### config.mk
export PLATFORM = sky130hd
export DESIGN_NAME = tube_array
export DESIGN_NICKNAME = d
export VERILOG_FILES = /design/src/rtl/tube_pkg.sv /design/src/rtl/tube_channel.sv /design/src/rtl/tube_array.sv
export SDC_FILE = /design/constraint.sdc
export NUM_CORES = 1
export LEC_CHECK = 0
export CORE_UTILIZATION = 43
export DETAILED_ROUTE_END_ITERATION = 10
export GPL_TIMING_DRIVEN = 0
export SLEW_MARGIN = 10
export SYNTH_ARGS = -nofsm -noshare
export SYNTH_HDL_FRONTEND = slang
export SYNTH_SLANG_ARGS = --single-unit
### constraint.sdc
create_clock -name clk -period 4.25 [get_ports clk]
set_input_delay 0.6375 -clock clk [delete_from_list [all_inputs] [get_ports clk]]
set_output_delay 0.6375 -clock clk [all_outputs]
set_load 0.02 [all_outputs]
### src/rtl/tube_pkg.sv
// Shared definitions for the drift-tube gate/readout block.
// Readout FSM states, default parameters and the channel-index width helper.
package tube_pkg;

    typedef enum logic [1:0] {
        IDLE    = 2'd0,
        ARMED   = 2'd1,
        READOUT = 2'd2
    } state_t;

    localparam int DEF_NUM_TUBES = 8;
    localparam int DEF_CNT_W     = 8;
    localparam int DEF_WINDOW    = 255;

    function automatic int chan_width(input int n);
        return (n > 1) ? $clog2(n) : 1;
    endfunction

endpackage

### src/rtl/tube_channel.sv
// One drift-tube channel: optional 2-flop synchroniser (TUBE_SYNC_EN), rising-edge
// detect, hit flag and drift-time capture register.
module tube_channel
    import tube_pkg::*;
#(
    parameter int CNT_W = DEF_CNT_W
) (
    input  logic             clk,
    input  logic             clr_n,
    input  logic             clear,
    input  logic             arm,
    input  logic [CNT_W-1:0] cnt,
    input  logic             tube_in,
    output logic             hit,
    output logic [CNT_W-1:0] hit_time,
    output logic             rise_now
);

    logic level;
    logic level_prev;

`ifdef TUBE_SYNC_EN
    logic sync1;
    logic sync2;

    always_ff @(posedge clk or negedge clr_n) begin
        if (!clr_n) begin
            sync1 <= 1'b0;
            sync2 <= 1'b0;
        end else begin
            sync1 <= tube_in;
            sync2 <= sync1;
        end
    end

    assign level = sync2;
`else
    assign level = tube_in;
`endif

    // History tracks the level in every state so a line already high on arming is not a rise.
    always_ff @(posedge clk or negedge clr_n) begin
        if (!clr_n) level_prev <= 1'b0;
        else        level_prev <= level;
    end

    assign rise_now = arm && !hit && level && !level_prev;

    always_ff @(posedge clk or negedge clr_n) begin
        if (!clr_n) begin
            hit      <= 1'b0;
            hit_time <= '0;
        end else if (clear) begin
            hit      <= 1'b0;
            hit_time <= '0;
        end else if (rise_now) begin
            hit      <= 1'b1;
            hit_time <= cnt;
        end
    end

endmodule

### src/rtl/tube_array.sv
// Drift-tube array: a start trigger opens a gate window, per-channel drift times are
// captured, then one word per channel is streamed out. TUBE_SYNC_EN adds input synchronisers.
//
// state   | meaning
// IDLE    | waiting for start
// ARMED   | counter running, channels capturing first rising edge
// READOUT | presenting channel words 0..NUM_TUBES-1 with valid/ready
module tube_array
    import tube_pkg::*;
#(
    parameter int NUM_TUBES = DEF_NUM_TUBES,
    parameter int CNT_W     = DEF_CNT_W,
    parameter int WINDOW    = DEF_WINDOW
) (
    input  logic                                clk,
    input  logic                                clr_n,
    input  logic                                start,
    input  logic [NUM_TUBES-1:0]                tube_in,
    output logic                                busy,
    output logic                                out_valid,
    input  logic                                out_ready,
    output logic [chan_width(NUM_TUBES)-1:0]    out_chan,
    output logic [CNT_W-1:0]                    out_time,
    output logic                                out_hit
);

    localparam int               CHAN_W    = chan_width(NUM_TUBES);
    localparam logic [CNT_W-1:0] WIN_CNT   = CNT_W'(WINDOW);
    localparam logic [CHAN_W-1:0] LAST_CH  = CHAN_W'(NUM_TUBES - 1);

    state_t             state;
    logic [CNT_W-1:0]   cnt;
    logic [NUM_TUBES-1:0] hit;
    logic [NUM_TUBES-1:0] rise_now;
    logic [CNT_W-1:0]   hit_time [NUM_TUBES];
    logic               clear;
    logic               arm;
    logic               all_hit;

    assign clear = (state == IDLE) && start;
    assign arm   = (state == ARMED);

    for (genvar g = 0; g < NUM_TUBES; g++) begin : g_ch
        tube_channel #(.CNT_W(CNT_W)) u_ch (
            .clk      (clk),
            .clr_n    (clr_n),
            .clear    (clear),
            .arm      (arm),
            .cnt      (cnt),
            .tube_in  (tube_in[g]),
            .hit      (hit[g]),
            .hit_time (hit_time[g]),
            .rise_now (rise_now[g])
        );
    end

    // Include this cycle's rises so the last channel to fire ends the window immediately.
    assign all_hit = &(hit | rise_now);

    always_ff @(posedge clk or negedge clr_n) begin
        if (!clr_n) begin
            state     <= IDLE;
            cnt       <= '0;
            busy      <= 1'b0;
            out_valid <= 1'b0;
            out_chan  <= '0;
        end else begin
            case (state)
                IDLE: begin
                    if (start) begin
                        state <= ARMED;
                        cnt   <= '0;
                        busy  <= 1'b1;
                    end
                end
                ARMED: begin
                    if (cnt == WIN_CNT || all_hit) begin
                        state     <= READOUT;
                        out_valid <= 1'b1;
                        out_chan  <= '0;
                    end else begin
                        cnt <= cnt + CNT_W'(1);
                    end
                end
                READOUT: begin
                    if (out_ready) begin
                        if (out_chan == LAST_CH) begin
                            state     <= IDLE;
                            busy      <= 1'b0;
                            out_valid <= 1'b0;
                            out_chan  <= '0;
                        end else begin
                            out_chan <= out_chan + CHAN_W'(1);
                        end
                    end
                end
                default: begin
                    state     <= IDLE;
                    busy      <= 1'b0;
                    out_valid <= 1'b0;
                    out_chan  <= '0;
                end
            endcase
        end
    end

    always_comb begin
        out_time = '0;
        out_hit  = 1'b0;
        if (out_valid) begin
            out_hit  = hit[out_chan];
            out_time = hit[out_chan] ? hit_time[out_chan] : WIN_CNT;
        end
    end

endmodule

==> results of run 1 <==
through the flow:
stage,power [uW],std cells
after detailed placement,2509,558
after global placement,2486,557
final,3036,574
after floorplan,2012,396
after CTS,3062,574
after global routing,3216,574
worst min path at each step:
stage / startpoint / to / cells past startpoint
after global placement: g_ch[6].u_ch.hit_time[1] / g_ch[6].u_ch.hit_time[1] / 2
after global routing: clr_n / g_ch[7].u_ch.level_prev / 1
after CTS: clr_n / g_ch[7].u_ch.level_prev / 1
after floorplan: clr_n / busy / 0
after detailed placement: g_ch[6].u_ch.hit_time[4] / g_ch[6].u_ch.hit_time[4] / 2
final: clr_n / g_ch[7].u_ch.level_prev / 1
state kept, by name, indices dropped and copies added, names as in the netlist:
name and cells:
busy 1, cnt 8, g_ch.u_ch.hit 8, g_ch.u_ch.hit_time 64, g_ch.u_ch.level_prev 8, out_chan 3, out_valid 1, state 2
area by class of cell:
cell class,count,area (sq um),area share (%)
inverter,3,11.26,0.2135
clock inverter,6,36.28,0.6880
clock buffer,10,137.6,2.610
tap,136,170.2,3.227
sequential,95,2377,45.08
timing repair buffer,26,275.3,5.219
multi-input combinational,266,2121,40.21
buffer,32,145.1,2.752
cells in the final DEF (no fill, tap or decap), types with 2 or more instances in the layout:
master and count:
nand3_1 8, a21boi_0 8, nor2_1 82, nor4_1 2, mux2i_1 74, nand2_1 11
clkinv_2 4, o2bb2ai_1 3, inv_1 3, clkbuf_8 10, a311o_1 2, o211ai_1 2
clkdlybuf4s50_1 24, clkbuf_1 19, buf_4 2, dfrtp_1 95, nor3_1 2, nor2b_1 9
o22ai_1 3, o21ai_0 4, and3_1 3, and4bb_2 6, buf_2 5, buf_6 2
o21ai_1 3, and2_1 2, ha_1 3, or4_1 2, a21oi_1 4, buf_1 5
mux4_2 18
where the power goes:
part / switching [uW] / internal (uW)
combinational: 754 / 540
clock: 324 / 226
sequential: 132 / 1060
routing by layer:
metal  part of all wire [%]  wire, um
met1                     47      5302
met2                     46      5143
met3                    5.3       593
met4                    1.2       135
met5                      0         0
logic make-up (layout without fill, tap and decap cells):
| group | count (synthesis) | in the layout | synth area share [%] |
|---|---|---|---|
| and+or+nand+nor | 135 | 135 | 14.36 |
| DFF | 95 | 95 | 51.08 |
| AOI/OAI and AO/OA | 35 | 35 | 5.538 |
| adders and majority gates | 3 | 3 | 0.8065 |
| muxes | 93 | 93 | 24.87 |
| buffers and inverters | 35 | 77 | 3.360 |
==> key figures, run 1 <==
Outcome
  • Result of the run: completed

Setup path
  • Endpoint of the lowest-slack register-to-register path: g_ch[2].u_ch.hit
  • FF-to-FF Start: state[0]
  • CP bufs+invs: 3
  • Kind of cell with the highest combined delay on the critical path: buffers and inverters
  • Worst Path Required: 3.61 ns
  • Max FO, Critical Path: 10
  • Reg-to-reg setup timing slack: 2.06 ns
  • Endpoint of the most critical setup path: out_time[4]
  • Critical Path Sink Type: output pin
  • Worst Reg-to-Reg Cells: 6
  • Crit path top cell by count: clkbuf_1
  • Start point of the critical path: out_chan[1]
  • Critical path depth: 6
  • Cells traversed along the worst timing path: clkbuf_1 > clkbuf_1 > mux4_2 > mux2i_1 > a21boi_0 > clkdlybuf4s50_1
  • Kind of critical path: register to output pin
  • Worst EP arrival: 3.33 ns
  • Slowest library cell on the worst path: clkdlybuf4s50_1
  • Largest stage delay on the critical path: 0.66 ns
  • Startpoint type of the worst setup path: register

Layout
  • ANT cells: 0
  • Fraction of layout cells with a size suffix above 1: 13.24%
  • Fill cell count: 960
  • Final design area excluding fillers: 5274 sq um
  • Final core utilization: 50.63%
  • Area grow syn2layout: 13.31%
  • Final nets: 448

GRT
  • Number of antenna violations at the first check in global routing: 0
  • Global-route congestion overflow total: 0
  • Global routing usage on met3: 4.782%
  • Total routing resource utilization after global routing: 21.89%
  • Via count of the first global-routing pass: 3331
  • GR Util met1: 30.45%
  • Pin count of the biggest net entering global routing: 51
  • Layer with the highest usage: met2
  • Met2 GRT Util: 34.03%
  • Global-route wire length before repair: 18.14 mm

Logic synthesis
  • Post-synth top area share: 51.08%
  • Sequential share of the synthesized area: 51.08%
  • Synth top cells by count: dfrtp_1, nor2_1, mux2i_1
  • Proportion of register bits with asynchronous set or reset after synthesis: 100.0%
  • Count of state elements after synthesis: 95
  • Synth Net Count: 411
  • Largest cells by area after synthesis: dfrtp_1, mux2i_1, mux4_2, nor2_1, and4bb_2
  • Cell Area, Synth: 4654 sq um
  • Top FF cell, synth: dfrtp_1
  • Yosys warns: 0
  • Number of instances in the synthesized netlist: 396
  • EDFF count, synth: 0
  • Top cell type by total area after synthesis: dfrtp_1
  • Count of different cell masters after synthesis: 43
  • Average cell area after synthesis: 11.75 sq um
  • Most instantiated library cell after synthesis: dfrtp_1

Clock tree
  • H-Tree Depth: 3
  • CTS Hold Bufs: 0
  • CTS Buffer Depth: 2
  • Post CTS Setup Buffer Count: 0
  • CTS tree: built
  • Clk sink count: 95
  • Worst skew pair latency: 0.37 ns
  • Root Driver: clkbuf_8
  • CTS resizes: 0
  • Cts bufs inserted: 9
  • Post-CTS clock slew at the launch and capture registers of the worst setup and hold paths: 0.10 ns

Floorplanning
  • Initial standard-cell utilization of the core: 44.68%
  • Width of the chip: 106.0 um
  • Chip height: 106.0 um
  • Number of top-level design ports: 26
  • Count of standard-cell rows: 37
  • Full die area: 11240 sq um
  • Placeable core region: 10420 sq um

Place
  • DP HPWL: 7.671 mm
  • Area post-placement: 5100 sq um
  • IO Port Bufs: 25
  • Placer's final routability congestion estimate: 0.7813
  • DP Worst Slack: 0.6615 ns

Job
  • Maximum Capacitance Violations: 0

Detailed routing
  • Overall routed net length: 11.17 mm
  • Drt via density: 5.564
  • Total via count after detailed routing: 3194
  • Router iterations before antenna repair: 4
  • Detailed router's first-iteration violation count: 228
  • Average wire per cell in the routed design: 19.47 um
  • # DRC: 0
  • Number of antenna-violating nets in the routed design: 0

Timing
  • Crit path time final: 3.967 ns
  • Normalized max-slew margin: 48.25%
  • Final count of hold timing violations: 0
  • Worst-Margin Slew: 0.7762 ns
  • Fin Clk Skew: 0.01623 ns
  • Final worst hold slack: 0.2690 ns
  • Final-report max-slew violation count: 0
  • Ratio of final minimum period to clock period: 93.33%
  • Upper clock frequency limit: 252.1 MHz
  • Setup Total Neg Slack: 0 ns
  • Unrepaired setup endpoints after global routing: no
  • Slack of the critical path: 0.2833 ns
  • Number of failing setup endpoints in the final timing report: 0

Power and ir drop
  • Power density cells: 575.7 nW/um^2
  • Largest voltage drop on the vdd net: 0.0004098 V
  • Static leakage power: 0.002249 uW

Min path
  • Min-Delay Path Class: input port to asynchronous set/reset pin
Note: power is estimated with default switching activity, not from simulation.
==> run 2, diff against run 1 <==
- REMOVE_ABC_BUFFERS: not set -> 1
==> run 2 against run 1 <==
Net effect: clock-buffer cell count grew 1; total power hardly changed; first-iteration DRC count is 46% lower; hold slack got worse by 0.0055 ns; cell count fell by 5.7%; final area fell by 1.9%; non-clock buffer count down 32; clock skew down 0.0061 ns; critical endpoint is now out_time[5]; largest power group is now sequential cells.
==> key figures, run 2 (same netlist as run 1, synthesis figures left out) <==
Detailed routing
  • Number of antenna-violating nets in the routed design: 0 (unchanged)
  • Average wire per cell in the routed design: 19.09 um (-1.9%)
  • Drt via density: 5.569 (about the same)
  • Total via count after detailed routing: 3013 (-5.7%)
  • Overall routed net length: 10.33 mm (-7.6%)
  • Detailed router's first-iteration violation count: 122 (-46%)
  • # DRC: 0 (unchanged)
  • Router iterations before antenna repair: 4 (unchanged)

Layout
  • Area grow syn2layout: 11.13%
  • ANT cells: 0 (unchanged)
  • Commonest cells after routing, fill and taps aside: dfrtp_1, nor2_1, mux2i_1
  • Register bank with the most flops: g_ch.u_ch.hit_time
  • Fill cell count: 949 (-1.1%)
  • Number of flip-flops under the largest register name: 64 (unchanged)
  • Final design area excluding fillers: 5172 sq um (-1.9%)
  • Final nets: 416 (-7.1%)
  • Commonest non-fill, non-tap cell in the layout: dfrtp_1
  • Fraction of layout cells with a size suffix above 1: 12.35% (-0.90 points)

GRT
  • Global-route wire length before repair: 17.13 mm (-5.6%)
  • Total routing resource utilization after global routing: 20.40% (-1.5 points)
  • Via count of the first global-routing pass: 3063 (-8.0%)
  • Pin count of the biggest net entering global routing: 75 (+47%)
  • Global-route congestion overflow total: 0 (unchanged)
  • Number of antenna violations at the first check in global routing: 0 (unchanged)

Job
  • Maximum Capacitance Violations: 0 (unchanged)

Min path
  • Min-Delay Path Class: input port to asynchronous set/reset pin

Power and ir drop
  • Power density cells: 586.8 nW/um^2 (+1.9%)
  • Largest voltage drop on the vdd net: 0.0004450 V (+8.6%)
  • Static leakage power: 0.002193 uW (-2.5%)

Floorplanning
  • Width of the chip: 106.0 um (unchanged)
  • Count of standard-cell rows: 37 (unchanged)
  • Number of top-level design ports: 26 (unchanged)
  • Chip height: 106.0 um (unchanged)
  • Initial standard-cell utilization of the core: 44.68% (unchanged)
  • Full die area: 11240 sq um (unchanged)
  • Placeable core region: 10420 sq um (unchanged)

Place
  • DP HPWL: 6.432 mm (-16%)
  • Area post-placement: 4961 sq um (-2.7%)
  • Placer's final routability congestion estimate: 0.7644 (-2.2%)
  • IO Port Bufs: 25 (unchanged)

Clock tree
  • Cts bufs inserted: 9 (unchanged)
  • Post CTS Setup Buffer Count: 0 (unchanged)
  • Worst skew pair latency: 0.36 ns (about the same)
  • CTS Hold Bufs: 0 (unchanged)
  • Clk sink count: 95 (unchanged)
  • CTS resizes: 0 (unchanged)
  • Post-CTS clock slew at the launch and capture registers of the worst setup and hold paths: 0.09 ns (about the same)
  • CTS tree: built
  • CTS Buffer Depth: 2 (unchanged)
  • H-Tree Depth: 3 (unchanged)
  • Root Driver: clkbuf_8

Setup path
  • Worst Path Required: 3.61 ns (about the same)
  • Startpoint type of the worst setup path: register
  • Kind of critical path: register to output pin
  • Worst EP arrival: 3.20 ns (-0.13 ns)
  • Critical Path Sink Type: output pin
  • Max FO, Critical Path: 22 (+12)

Timing
  • Number of failing setup endpoints in the final timing report: 0 (unchanged)
  • Setup Total Neg Slack: 0 ns (unchanged)
  • Final-report max-slew violation count: 0 (unchanged)
  • Ratio of final minimum period to clock period: 90.38% (-3.0 points)
  • Normalized max-slew margin: 19.55% (-29 points)
  • Upper clock frequency limit: 260.3 MHz (+3.3%)
  • Unrepaired setup endpoints after global routing: no
  • Fin Clk Skew: 0.01011 ns (-0.006128 ns)
  • Final count of hold timing violations: 0 (unchanged)
  • Worst-Margin Slew: 1.204 ns (+0.4281 ns)
  • Crit path time final: 3.841 ns (-0.1254 ns)

Outcome
  • Result of the run: completed
[run 2: cell types whose count changed in the layout (fill, tap and decap cells not counted), moves of 2 or more]
cell | previous run | this run
clkbuf_1 | 19 | 1
buf_1 | 5 | 0
buf_2 | 5 | 0
buf_6 | 2 | 0
bufinv_16 | 0 | 2
clkinv_2 | 4 | 2
[run 2: routing by layer]
metal | global-route usage [%] | share of wire [%] | up-vias
li1 | - | - | 1408
met1 | 29.30 | 47 | 1532
met2 | 30.95 | 47 | 62
met3 | 4.721 | 4.4 | 11
met4 | 5.853 | 1.3 | 0
met5 | 0 | 0 | -
[run 2: critical path: stages (launching register included)]
cell             delay, ns
dfrtp_1               1.08
mux4_2                0.43
mux2_2                0.37
a21boi_0              0.28
clkdlybuf4s50_1       0.66
[run 2: path summary, 6_finish.rpt]
path	from	end	slack (ns)	cells past startpoint
max	out_chan[1]	out_time[5]	0.41	4
min	clr_n	g_ch[1].u_ch.level_prev	0.26	1
max reg2reg	state[0]	g_ch[7].u_ch.hit_time[0]	1.78	4
min reg2reg	busy	busy	0.52	2
max in group asynchronous	clr_n	g_ch[1].u_ch.hit_time[0]	3.32	2
min in group clk	busy	busy	0.52	2
[run 2: stage by stage]
step	utilization [%]	setup WS (ns)	std cells	hold slack (ns)	power, uW
after floorplan	-	1.087	364	0.3419	1944
after global placement	47.33	-1.045	525	0.4976	2387
after detailed placement	47.63	0.7671	526	0.5044	2410
after CTS	49.66	0.3497	541	0.2746	3075
after global routing	49.66	0.2957	541	0.3072	3220
final	49.66	0.4088	541	0.2635	3035
[run 2: where the power goes]
| part | switching [uW] | internal (uW) | total (uW) |
|---|---|---|---|
| sequential | 311 | 1060 | 1370 |
| combinational | 527 | 493 | 1020 |
| clock | 306 | 343 | 649 |
[run 2: cell type report]
type	count	area (sq um)	area share, %
clock buffers	11	141.4	2.733
clock inverters	4	70.07	1.355
inverters	3	11.26	0.2177
multi-input cells	266	2126	41.10
flip-flops and latches	95	2379	45.98
well taps	136	170.2	3.290
repair buffers	26	275.3	5.322
==> run 3, diff against run 2 <==
- CORE_MARGIN: not set -> 3
- PLACE_DENSITY: not set -> 0.64
==> run 3 against run 2 <==
Net effect: total power shrank 3.6%; final area fell by 0.65%; cell count up 0.18%; largest cell class unchanged; combinational power barely moved; hold slack better by 0.0042 ns; critical path type unchanged; clock power is 17% lower.
==> key figures, run 3 (same netlist as run 1, synthesis figures left out) <==
Timing
  • Fin Clk Skew: 0.01358 ns (+0.003478 ns)
  • Final count of hold timing violations: 0 (unchanged)
  • Unrepaired setup endpoints after global routing: no
  • Ratio of final minimum period to clock period: 90.34% (about the same)
  • Crit path time final: 3.839 ns (-0.001757 ns)
  • Worst-Margin Slew: 1.212 ns (+0.007225 ns)
  • Slack of the critical path: 0.4105 ns (+0.001757 ns)
  • Setup Total Neg Slack: 0 ns (unchanged)
  • Normalized max-slew margin: 19.06% (-0.48 points)
  • Final-report max-slew violation count: 0 (unchanged)
  • Upper clock frequency limit: 260.5 MHz (about the same)
  • Number of failing setup endpoints in the final timing report: 0 (unchanged)

Place
  • DP HPWL: 6.396 mm (-0.55%)
  • Placer's final routability congestion estimate: 0.7682 (+0.50%)
  • IO Port Bufs: 25 (unchanged)
  • Cell Count Post-Placement: 526 (unchanged)
  • DP Worst Slack: 0.7828 ns (+0.01568 ns)

Job
  • Maximum Capacitance Violations: 0 (unchanged)

Floorplanning
  • Width of the chip: 110.0 um (+3.8%)
  • Placeable core region: 10420 sq um (unchanged)
  • Initial standard-cell utilization of the core: 44.68% (unchanged)
  • Count of standard-cell rows: 37 (unchanged)
  • Chip height: 110.0 um (+3.8%)
  • Full die area: 12110 sq um (+7.7%)
  • Number of top-level design ports: 26 (unchanged)

Setup path
  • Worst Path Required: 3.61 ns (about the same)
  • Max FO, Critical Path: 22 (unchanged)
  • Worst EP arrival: 3.20 ns (about the same)
  • Kind of cell with the highest combined delay on the critical path: flip-flops
  • Critical Path Sink Type: output pin
  • Cells traversed along the worst timing path: mux4_2 > mux2_2 > a21boi_0 > clkdlybuf4s50_1
  • Largest stage delay on the critical path: 1.08 ns (about the same)
  • Reg-to-reg setup timing slack: 1.81 ns (+0.03 ns)
  • CP bufs+invs: 1 (unchanged)
  • Slowest library cell on the worst path: dfrtp_1
  • Startpoint type of the worst setup path: register
  • Kind of critical path: register to output pin

Clock tree
  • Root Driver: clkbuf_8
  • H-Tree Depth: 3 (unchanged)
  • CTS Buffer Depth: 2 (unchanged)
  • CTS Hold Bufs: 0 (unchanged)
  • Post-CTS clock slew at the launch and capture registers of the worst setup and hold paths: 0.09 ns (about the same)
  • CTS resizes: 0 (unchanged)
  • Post CTS Setup Buffer Count: 0 (unchanged)
  • CTS tree: built
  • Clk sink count: 95 (unchanged)
  • Cts bufs inserted: 9 (unchanged)
  • Worst skew pair latency: 0.37 ns (about the same)

GRT
  • Number of antenna violations at the first check in global routing: 0 (unchanged)
  • Via count of the first global-routing pass: 3045 (-0.59%)
  • Global-route congestion overflow total: 0 (unchanged)
  • Pin count of the biggest net entering global routing: 75 (unchanged)
  • Total routing resource utilization after global routing: 18.12% (-2.3 points)
  • Global-route wire length before repair: 16.54 mm (-3.5%)

Layout
  • Commonest cells after routing, fill and taps aside: dfrtp_1, nor2_1, mux2i_1
  • Fraction of layout cells with a size suffix above 1: 12.81% (+0.46 points)
  • Number of flip-flops under the largest register name: 64 (unchanged)
  • Area grow syn2layout: 10.40%
  • Finished Layout Cells: 542 (+0.18%)
  • Final core utilization: 49.33% (-0.32 points)
  • Commonest non-fill, non-tap cell in the layout: dfrtp_1
  • Register bank with the most flops: g_ch.u_ch.hit_time
  • ANT cells: 0 (unchanged)
  • Fill cell count: 940 (-0.95%)
  • Final nets: 416 (unchanged)

Power and ir drop
  • Power density cells: 569.6 nW/um^2 (-2.9%)
  • Switching component of the power: 1150 uW (+0.52%)
  • Switching part of the total power: 39.27% (+1.6 points)
  • Clock share of power: 18.5% (-2.9 points)
  • Largest voltage drop on the vdd net: 0.0004969 V (+12%)
  • Static leakage power: 0.002169 uW (-1.1%)
  • Combinational Power Share: 34.9% (+1.3 points)
  • Relative contribution of sequential cells to total power: 46.6% (+1.6 points)
  • Internal cell power: 1778 uW (-6.0%)

Detailed routing
  • Detailed router's first-iteration violation count: 143 (+17%)
  • Average wire per cell in the routed design: 18.62 um (-2.4%)
  • Number of antenna-violating nets in the routed design: 0 (unchanged)
  • Total via count after detailed routing: 3006 (-0.23%)
  • Drt via density: 5.546 (-0.42%)
  • # DRC: 0 (unchanged)
  • Router iterations before antenna repair: 4 (unchanged)
  • Overall routed net length: 10.09 mm (-2.3%)

Outcome
  • Result of the run: completed

Min path
  • Min-Delay Path Class: input port to asynchronous set/reset pin
run 3: changes by cell type in the layout (fill, tap and decap cells not counted), sizes merged:
cell,delta
bufinv,-2
clkinvlp,+2
clkinv,+1
run 3: final cells by class:
| cell class | instances | area (sq um) | share of cell area (%) |
|---|---|---|---|
| Clock buffer | 11 | 141.4 | 2.751 |
| Clock inverter | 5 | 33.78 | 0.6574 |
| Inverter | 3 | 11.26 | 0.2191 |
| Multi-Input combinational cell | 266 | 2128 | 41.42 |
| Sequential cell | 95 | 2379 | 46.29 |
| Tap cell | 136 | 170.2 | 3.311 |
| Timing Repair Buffer | 26 | 275.3 | 5.357 |
run 3: per-layer routing:
layer | GRT usage [%] | part of all wire, % | vias up
li1 | - | - | 1412
met1 | 25.98 | 49 | 1514
met2 | 27.30 | 45 | 68
met3 | 4.834 | 4.5 | 12
met4 | 4.898 | 1.7 | 0
met5 | 0 | 0 | -
run 3: path summary, 6_finish.rpt:
path	start	end	cells past startpoint
setup / recovery	out_chan[1]	out_time[2]	4
hold / removal	clr_n	g_ch[3].u_ch.hit_time[3]	1
setup reg to reg	state[0]	g_ch[3].u_ch.hit_time[3]	4
hold reg to reg	g_ch[3].u_ch.hit_time[0]	g_ch[3].u_ch.hit_time[0]	2
max in group asynchronous	clr_n	g_ch[5].u_ch.hit_time[7]	2
min in group clk	g_ch[3].u_ch.hit_time[0]	g_ch[3].u_ch.hit_time[0]	2
run 3: metrics by stage:
stage	power (uW)	hold WS, ns	cell area [sq um]
floorplan	1944	0.3419	4509
global placement	2388	0.4971	4930
detailed placement	2408	0.5078	4961
CTS	2963	0.2766	5136
global route	3112	0.3033	5139
finish	2927	0.2677	5139
run 3: power groups by stage:
stage / sequential, uW / combinational [uW] / clock (uW)
2_1_floorplan: 1290 / 651 / 0
3_3_place_gp: 1380 / 1010 / 0
3_5_place_dp: 1380 / 1030 / 0
4_1_cts: 1370 / 1030 / 563
5_1_grt: 1400 / 1110 / 594
6_report: 1360 / 1020 / 541
